`src/rtl/reg_dump_ctrl.sv`:
```
// rtl/reg_dump_ctrl.sv - halts a single-cycle CPU at a stop PC or cycle limit and streams PC, instr and rf[0..31]
module reg_dump_ctrl #(
  parameter logic [31:0] STOP_PC    = 32'h00000048,
  parameter int unsigned MAX_CYCLES = 1000
) (
  input  logic        clk,
  input  logic        rstn,
  input  logic [31:0] pc_in,
  input  logic [31:0] instr_in,
  output logic [4:0]  reg_sel,
  input  logic [31:0] reg_data,
  output logic        halt,
  output logic        out_valid,
  input  logic        out_ready,
  output logic [31:0] out_data,
  output logic        out_last,
  output logic        done,
  output logic        timeout
);

  localparam int CW = $clog2(MAX_CYCLES + 1);
  localparam logic [CW-1:0] CNT_MAX = CW'(MAX_CYCLES);
  localparam logic [CW-1:0] CNT_LIM = CW'(MAX_CYCLES - 1);
  localparam logic [5:0]    IDX_RF0  = 6'd2;
  localparam logic [5:0]    IDX_LAST = 6'd33;

  typedef enum logic [1:0] {RUN, EMIT, LOAD, DONE} state_t;

  state_t        state;
  logic [CW-1:0] cnt;
  logic [5:0]    idx;
  logic [31:0]   instr_q;
  logic          trig;
  logic          tmo;
  logic          xfer;

  assign trig = (pc_in == STOP_PC);
  assign tmo  = (cnt == CNT_LIM);
  assign xfer = out_valid && out_ready;

  // idx always names the word currently presented on out_data
  always_ff @(posedge clk or negedge rstn) begin
    if (!rstn) begin
      state     <= RUN;
      cnt       <= '0;
      idx       <= '0;
      instr_q   <= '0;
      reg_sel   <= '0;
      out_data  <= '0;
      out_valid <= 1'b0;
      out_last  <= 1'b0;
      halt      <= 1'b0;
      done      <= 1'b0;
      timeout   <= 1'b0;
    end else begin
      case (state)
        RUN: begin
          if (cnt != CNT_MAX) cnt <= cnt + CW'(1);
          if (trig || tmo) begin
            instr_q   <= instr_in;
            halt      <= 1'b1;
            idx       <= '0;
            out_data  <= pc_in;
            out_valid <= 1'b1;
            out_last  <= 1'b0;
            timeout   <= !trig;
            state     <= EMIT;
          end
        end
        EMIT: begin
          if (xfer) begin
            if (idx == 6'd0) begin
              idx      <= 6'd1;
              out_data <= instr_q;
            end else if (idx == IDX_LAST) begin
              out_valid <= 1'b0;
              out_last  <= 1'b0;
              done      <= 1'b1;
              state     <= DONE;
            end else begin
              // register words need a cycle for reg_data to follow reg_sel
              out_valid <= 1'b0;
              reg_sel   <= 5'(idx - 6'd1);
              idx       <= idx + 6'd1;
              state     <= LOAD;
            end
          end
        end
        LOAD: begin
          out_data  <= (idx == IDX_RF0) ? 32'h0 : reg_data;
          out_valid <= 1'b1;
          out_last  <= (idx == IDX_LAST);
          state     <= EMIT;
        end
        DONE: begin
          state <= DONE;
        end
        default: state <= RUN;
      endcase
    end
  end

endmodule

```
`config.mk`:
```
export PLATFORM = sky130hd
export DESIGN_NAME = reg_dump_ctrl
export DESIGN_NICKNAME = d
export VERILOG_FILES = /design/src/rtl/reg_dump_ctrl.sv
export SDC_FILE = /design/constraint.sdc
export NUM_CORES = 1
export LEC_CHECK = 0
export BUFFER_PORTS_ARGS = -buffer_cell sky130_fd_sc_hd__buf_2
export CAP_MARGIN = 40
export CELL_PAD_IN_SITES_DETAIL_PLACEMENT = 0
export CELL_PAD_IN_SITES_GLOBAL_PLACEMENT = 2
export CORE_UTILIZATION = 34
export CTS_CLUSTER_DIAMETER = 80
export DETAILED_ROUTE_END_ITERATION = 12
export HOLD_SLACK_MARGIN = 0.05
export PLACE_DENSITY_LB_ADDON = 0.1
export SLEW_MARGIN = 25
export SYNTH_ARGS = -nofsm -noshare
export SYNTH_HDL_FRONTEND = slang
export SYNTH_SLANG_ARGS = --single-unit
```
`constraint.sdc`:
```
create_clock -name clk -period 6.3 [get_ports clk]
set_input_delay 1.26 -clock clk [delete_from_list [all_inputs] [get_ports clk]]
set_output_delay 1.26 -clock clk [all_outputs]
set_load 0.02 [all_outputs]
```
==> metrics.txt, run 1 <==
outcome complete, no violations; worst path cell trace buf_2 -> nor4_1 -> nand4_1 -> o21a_1 -> nor3_4 -> buf_4 -> mux2_2; Post-Synth XOR/XNOR Area 0.0229; global-route wire length before repair just over 20000 µm; total global routing overflow 0; Core ar. 0.0132 mm²; # clock sinks 92; post-DP HPWL 9100 µm; die span in y 118 µm; nets@finish approximately 660; main combinational cell family by area after synthesis multiplexers; via count ~3.7k; Critical Path Fanout Max 32; Tot Pwr approximately 2.7 mW; Via density between 5 and 6; final hold slack about 460 ps; Slew @ Worst Pin 734 ps; Setup crit end kind flop; clock skew approximately 6.2 ps; full die area 0.0140 mm²; Worst Path Buf+Inv 2; post-synthesis compound-gate area fraction 0.134; worst endpoint data arrival time around 3600 ps; Post-Synth Simple-Gate Area 0.106; number of max-cap violations 0; Worst-Skew Late Latency about 350 ps; wire per inst 17.5 µm; highest clock rate roughly 300 MHz; RR Endpoint out_data[28]; Clock transition at path regs approximately 70 ps; synthesized area around 0.0046 mm²; crit start category input port; Die X 118 µm; Synth Area in Adders 0.0300; port bufs 140; Hold Startpoint halt; ANT nets after route 0; total number of cells along the worst setup path 7; Post-synth top cells dfrtp_1 (92), mux2_2 (65), nor2_1 (43), a21oi_1 (38), a22oi_1 (32); share of cells above drive strength 1 0.424; flop-to-flop setup slack around 3800 ps; Post-synth EDFFs 0; most common cell in the netlist dfrtp_1; Post-CTS Setup Inserts 0; Max Buffers Root-to-Sink 2; GRT Resource Usage Total 0.190; DR pass1 iterations 4; worst reg2reg path depth 6; initial core utilization 0.348; synth warn 0; Finished Core Util 0.441; CTS tree done; Slew Viols, Final 0; post-synthesis mux area share 0.169; area grow syn2layout 26.9%; mean post-synth cell area about 11 µm²; placer congestion estimate between 0.7 and 0.8; Post-Syn Instances ~410; DRC viols 0; Final period util 0.531; asr flop ratio synth 1.00; Final Hold Fails 0; Row Count 42; largest area contributor in the netlist dfrtp_1; Seq/Total Area, Yosys 0.502; I/O pin count between 100 and 150; Setup CP Type in -> reg; top cells by area, synth dfrtp_1 (50%), mux2_2 (16%), a22oi_1 (5.2%); Most used DFF post-synth dfrtp_1; CP Data Required Time ~6500 ps; filler instances 1318; pin count of the biggest net entering global routing 65; Num CTS Buffers 9; Post-CTS Resized 0; WHS Endpoint halt; minimum clock period approximately 3300 ps; reg2reg start idx[3]; max incr delay on CP roughly 570 ps; peak supply drop approximately 0.29 mV; Hold Crit Class reg -> reg; hold depth 1; Leakage between 2 and 3 nW; Synth top area share 0.502; syn nets about 520; vias in the first global route 3752; CTS Root Cell clkbuf_16; Worst slew margin 0.505; final WL approximately 13000 µm; Setup TNS 0 ps; RSZ-0062 raised after global routing false; final setup vio count 0; hold_buf cts 0; initial DRC count between 150 and 200; Diodes inserted 0; Pwr per Cell Area 463 mW/mm²; CP max-delay cell nor4_1; Netlist cell types 43; initial antenna violation count 0; Largest delay share family, worst path simple AND/OR/NAND/NOR gates; synthesized flop and latch total 92; H-tree depth 3
-- metrics by stage --
stage,setup slack (ps),std cells,instance area (µm²)
after floorplan,3470,413,4590
final,2960,725,5820
after global placement,2390,707,5430
after CTS,2860,725,5820
after detailed placement,2480,710,5520
after global routing,2770,725,5820
-- how the worst max path moves through the flow --
stage / start / end
after floorplan: pc_in[10] / out_data[12]
after global placement: pc_in[13] / out_data[27]
after detailed placement: pc_in[13] / out_data[7]
after CTS: pc_in[13] / out_data[7]
after global routing: pc_in[13] / out_data[25]
final: pc_in[13] / out_data[28]
-- cell type report --
type / instances / area [µm²] / area share
Timing Repair Buffer: 147 / 808 / 0.139
Clock buffer: 11 / 253 / 0.0434
Sequential cell: 92 / 2300 / 0.396
Multi-Input combinational cell: 286 / 2150 / 0.370
Clock inverter: 4 / 48.8 / 0.00838
Inverter: 9 / 33.8 / 0.00580
Tap cell: 176 / 220 / 0.0378
-- per-layer routing --
| layer | wire, µm | GRT usage |
|---|---|---|
| met1 | 5890 | 0.252 |
| met5 | 0 | 0 |
| met2 | 5910 | 0.301 |
| met3 | 693 | 0.0425 |
| met4 | 208 | 0.0769 |
-- state kept, by name, indices dropped and copies added, names as in the netlist --
name and cells:
done 1, out_valid 1, state 2, reg_sel 5
out_data 32, halt 1, instr_q 32, cnt 10
idx 6, timeout 1, out_last 1
-- worst register-to-register path, stage by stage, from the launching register on --
cell and delay [ps]:
dfrtp_1 490, nor4_2 480, nand2_1 170, o21a_1 250, nor3_4 150, buf_4 430, mux2_2 410
-- cells in the final DEF (no fill, tap or decap), drive strengths merged, types with 4 or more instances in the layout --
| cell | instances |
|---|---|
| nand4 | 9 |
| buf | 147 |
| a22oi | 32 |
| nor3 | 5 |
| nand2 | 13 |
| mux2 | 67 |
| o21ai | 5 |
| clkbuf | 11 |
| dfrtp | 92 |
| nand3 | 6 |
| a31oi | 9 |
| inv | 9 |
| ha | 11 |
| nor2 | 43 |
| nor4 | 8 |
| and3 | 4 |
| a21oi | 38 |
| xnor2 | 10 |
-- report_power, final --
group | leakage (nW) | internal (mW) | switching, mW | total (mW)
sequential | 1.18 | 0.755 | 0.119 | 0.874
clock | 0.151 | 0.326 | 0.227 | 0.554
combinational | 1.45 | 0.532 | 0.736 | 1.27
-- cell families after synthesis --
| logic type | count (synthesis) |
|---|---|
| buffers and inverters | 35 |
| adders and majority gates | 11 |
| AOI/OAI and AO/OA | 97 |
| DFF | 92 |
| and+or+nand+nor | 97 |
| xor gates and xnor gates | 12 |
| muxes | 69 |
No activity file was read; power rests on OpenSTA's default activity.
==> inputs of run 2 (changes only) <==
--- a/config.mk
+++ b/config.mk
@@ -9,7 +9,7 @@
 export CAP_MARGIN = 40
 export CELL_PAD_IN_SITES_DETAIL_PLACEMENT = 0
 export CELL_PAD_IN_SITES_GLOBAL_PLACEMENT = 2
-export CORE_UTILIZATION = 34
+export CORE_UTILIZATION = 29
 export CTS_CLUSTER_DIAMETER = 80
 export DETAILED_ROUTE_END_ITERATION = 12
 export HOLD_SLACK_MARGIN = 0.05
==> constraint.sdc (replaced) <==
create_clock -name clk -period 3 [get_ports clk]
set_input_delay 0.6 -clock clk [delete_from_list [all_inputs] [get_ports clk]]
set_output_delay 0.6 -clock clk [all_outputs]
set_load 0.02 [all_outputs]
==> metrics.txt, run 2 (synthesis results as in run 1) <==
most common cell after layout, fill and taps aside buf_2 (unchanged); crit start category input port (unchanged); Setup CP Type in -> reg (unchanged); initial DRC count 156 (was 175); full die area 0.0163 mm² (was 0.0140 mm²); Setup crit end kind flop (unchanged); CP Data Required Time 3230 ps (was 6530 ps); worst endpoint data arrival time 2730 ps (was 3580 ps); Final period util 0.836; number of max-cap violations 0 (unchanged); Core ar. 0.0153 mm² (was 0.0132 mm²); share of cells above drive strength 1 0.429 (was 0.424); DP Worst Slack 123 ps (was 2480 ps); setup ws final 491 ps (was 2960 ps); Setup TNS 0 ps (unchanged); DRC viols 0 (unchanged); Row Count 45 (was 42); Worst slew margin 0.543 (was 0.505); pin count of the biggest net entering global routing 53 (was 65); Reg area 0.00230 mm² (unchanged); via count 3742 (was 3690); final WL 13500 µm (was 12700 µm); # clock sinks 92 (unchanged); minimum clock period 2510 ps; Hold Crit Class in -> async (was reg -> reg); RSZ-0062 raised after global routing false (unchanged); Largest delay share family, worst path simple AND/OR/NAND/NOR gates (unchanged); area of the multi-input gates 0.00214 mm² (was 0.00215 mm²); Clock transition at path regs 70 ps (about the same); Pwr per Cell Area 974 mW/mm² (was 463 mW/mm²); port bufs 140 (unchanged); CTS Root Cell clkbuf_16 (unchanged); area grow syn2layout 28.8% (was 26.9%); Slew Viols, Final 0 (unchanged); Final Hold Fails 0 (unchanged); Worst Path Buf+Inv 2 (unchanged); filler instances 1567 (was 1318); placer congestion estimate 0.756 (was 0.752); GRT Resource Usage Total 0.171 (was 0.190); Post-CTS Resized 0 (unchanged); ANT nets after route 0 (unchanged); initial core utilization 0.300 (was 0.348); Slew @ Worst Pin 680 ps (was 734 ps); initial antenna violation count 0 (unchanged); worst path cell trace buf_2 -> nor4_1 -> nand4_1 -> o21a_1 -> nor3_4 -> buf_12 -> mux2_2 (was buf_2 -> nor4_1 -> nand4_1 -> o21a_1 -> nor3_4 -> buf_4 -> mux2_2); post-DP HPWL 9860 µm (was 9100 µm); max incr delay on CP 610 ps (was 570 ps); I/O pin count 141 (unchanged); largest registers instr_q: 32 flops, out_data: 32 flops, cnt: 10 flops (unchanged); outcome complete, no violations (unchanged); Max Buffers Root-to-Sink 2 (unchanged); highest clock rate 398 MHz; total global routing overflow 0 (unchanged); vias in the first global route 3854 (was 3752); peak supply drop 0.465 mV (was 0.287 mV); DR pass1 iterations 4 (unchanged); die span in y 128 µm (was 118 µm); CTS tree done (unchanged); global-route wire length before repair 21200 µm (was 20200 µm); Num CTS Buffers 9 (unchanged); Post-CTS Setup Inserts 0 (unchanged); Via density 4.89 (was 5.09); Leakage 2.81 nW (was 2.78 nW); wire per inst 17.6 µm (was 17.5 µm); nets@finish 660 (was 655); hold_buf cts 0 (unchanged); clock skew 5.73 ps (was 6.23 ps); most frequent cells in the layout buf_2 (139), dfrtp_1 (92), mux2_2 (65) (unchanged); Critical Path Fanout Max 32 (unchanged); H-tree depth 3 (unchanged); Worst-Skew Late Latency 340 ps (was 350 ps); CP max-delay cell nor4_1 (unchanged); Die X 128 µm (was 118 µm); final setup vio count 0 (unchanged)
## run 2: area by class of cell
| class | instances | area share |
|---|---|---|
| sequential | 92 | 0.390 |
| multi-input combinational | 286 | 0.363 |
| timing repair buffer | 152 | 0.144 |
| clock buffer | 13 | 0.0474 |
| tap | 211 | 0.0447 |
| inverter | 9 | 0.00572 |
| clock inverter | 1 | 0.00508 |
| antenna | 1 | 0.000424 |
## run 2: power by group
part	leakage, nW	total (mW)	internal [mW]	switching [mW]
clock network	0.154	1.19	0.728	0.464
registers	1.18	1.83	1.59	0.246
logic	1.47	2.73	1.15	1.58
## run 2: layer usage
metal | share of wire | wire (µm) | global-route usage
met3 | 0.058 | 782 | 0.0509
met1 | 0.46 | 6160 | 0.225
met2 | 0.47 | 6290 | 0.268
met5 | 0 | 0 | 0
met4 | 0.016 | 210 | 0.0602
## run 2: path summary, 6_finish.rpt
kind                       startpoint            to  slack (ps)  depth (start not counted)
setup / recovery            pc_in[13]  out_data[18]         490                          7
hold / removal                   rstn    instr_q[8]         280                          1
setup reg to reg               idx[3]  out_data[18]         650                          6
hold reg to reg                  halt          halt         470                          1
max in group asynchronous        rstn        cnt[3]        1920                          2
min in group clk                 halt          halt         470                          1
## run 2: worst reg2reg max path, delay by kind of cell (launching register included)
family / cells / cell delay [ps]
buffers and inverters: 1 / 250
AOI/OAI and AO/OA: 1 / 250
DFF: 1 / 500
muxes: 1 / 380
and+or+nand+nor: 3 / 860
## run 2: metrics by stage
stage	total power [mW]	area (µm²)	instances	utilization	hold WS (ps)
6_report	5.76	5910	765	0.386	284
5_1_grt	6.19	5910	764	0.386	331
4_1_cts	5.87	5910	764	0.386	318
3_5_place_dp	4.64	5600	750	0.365	460
3_3_place_gp	4.57	5570	749	0.364	450
2_1_floorplan	3.70	4590	413	-	304
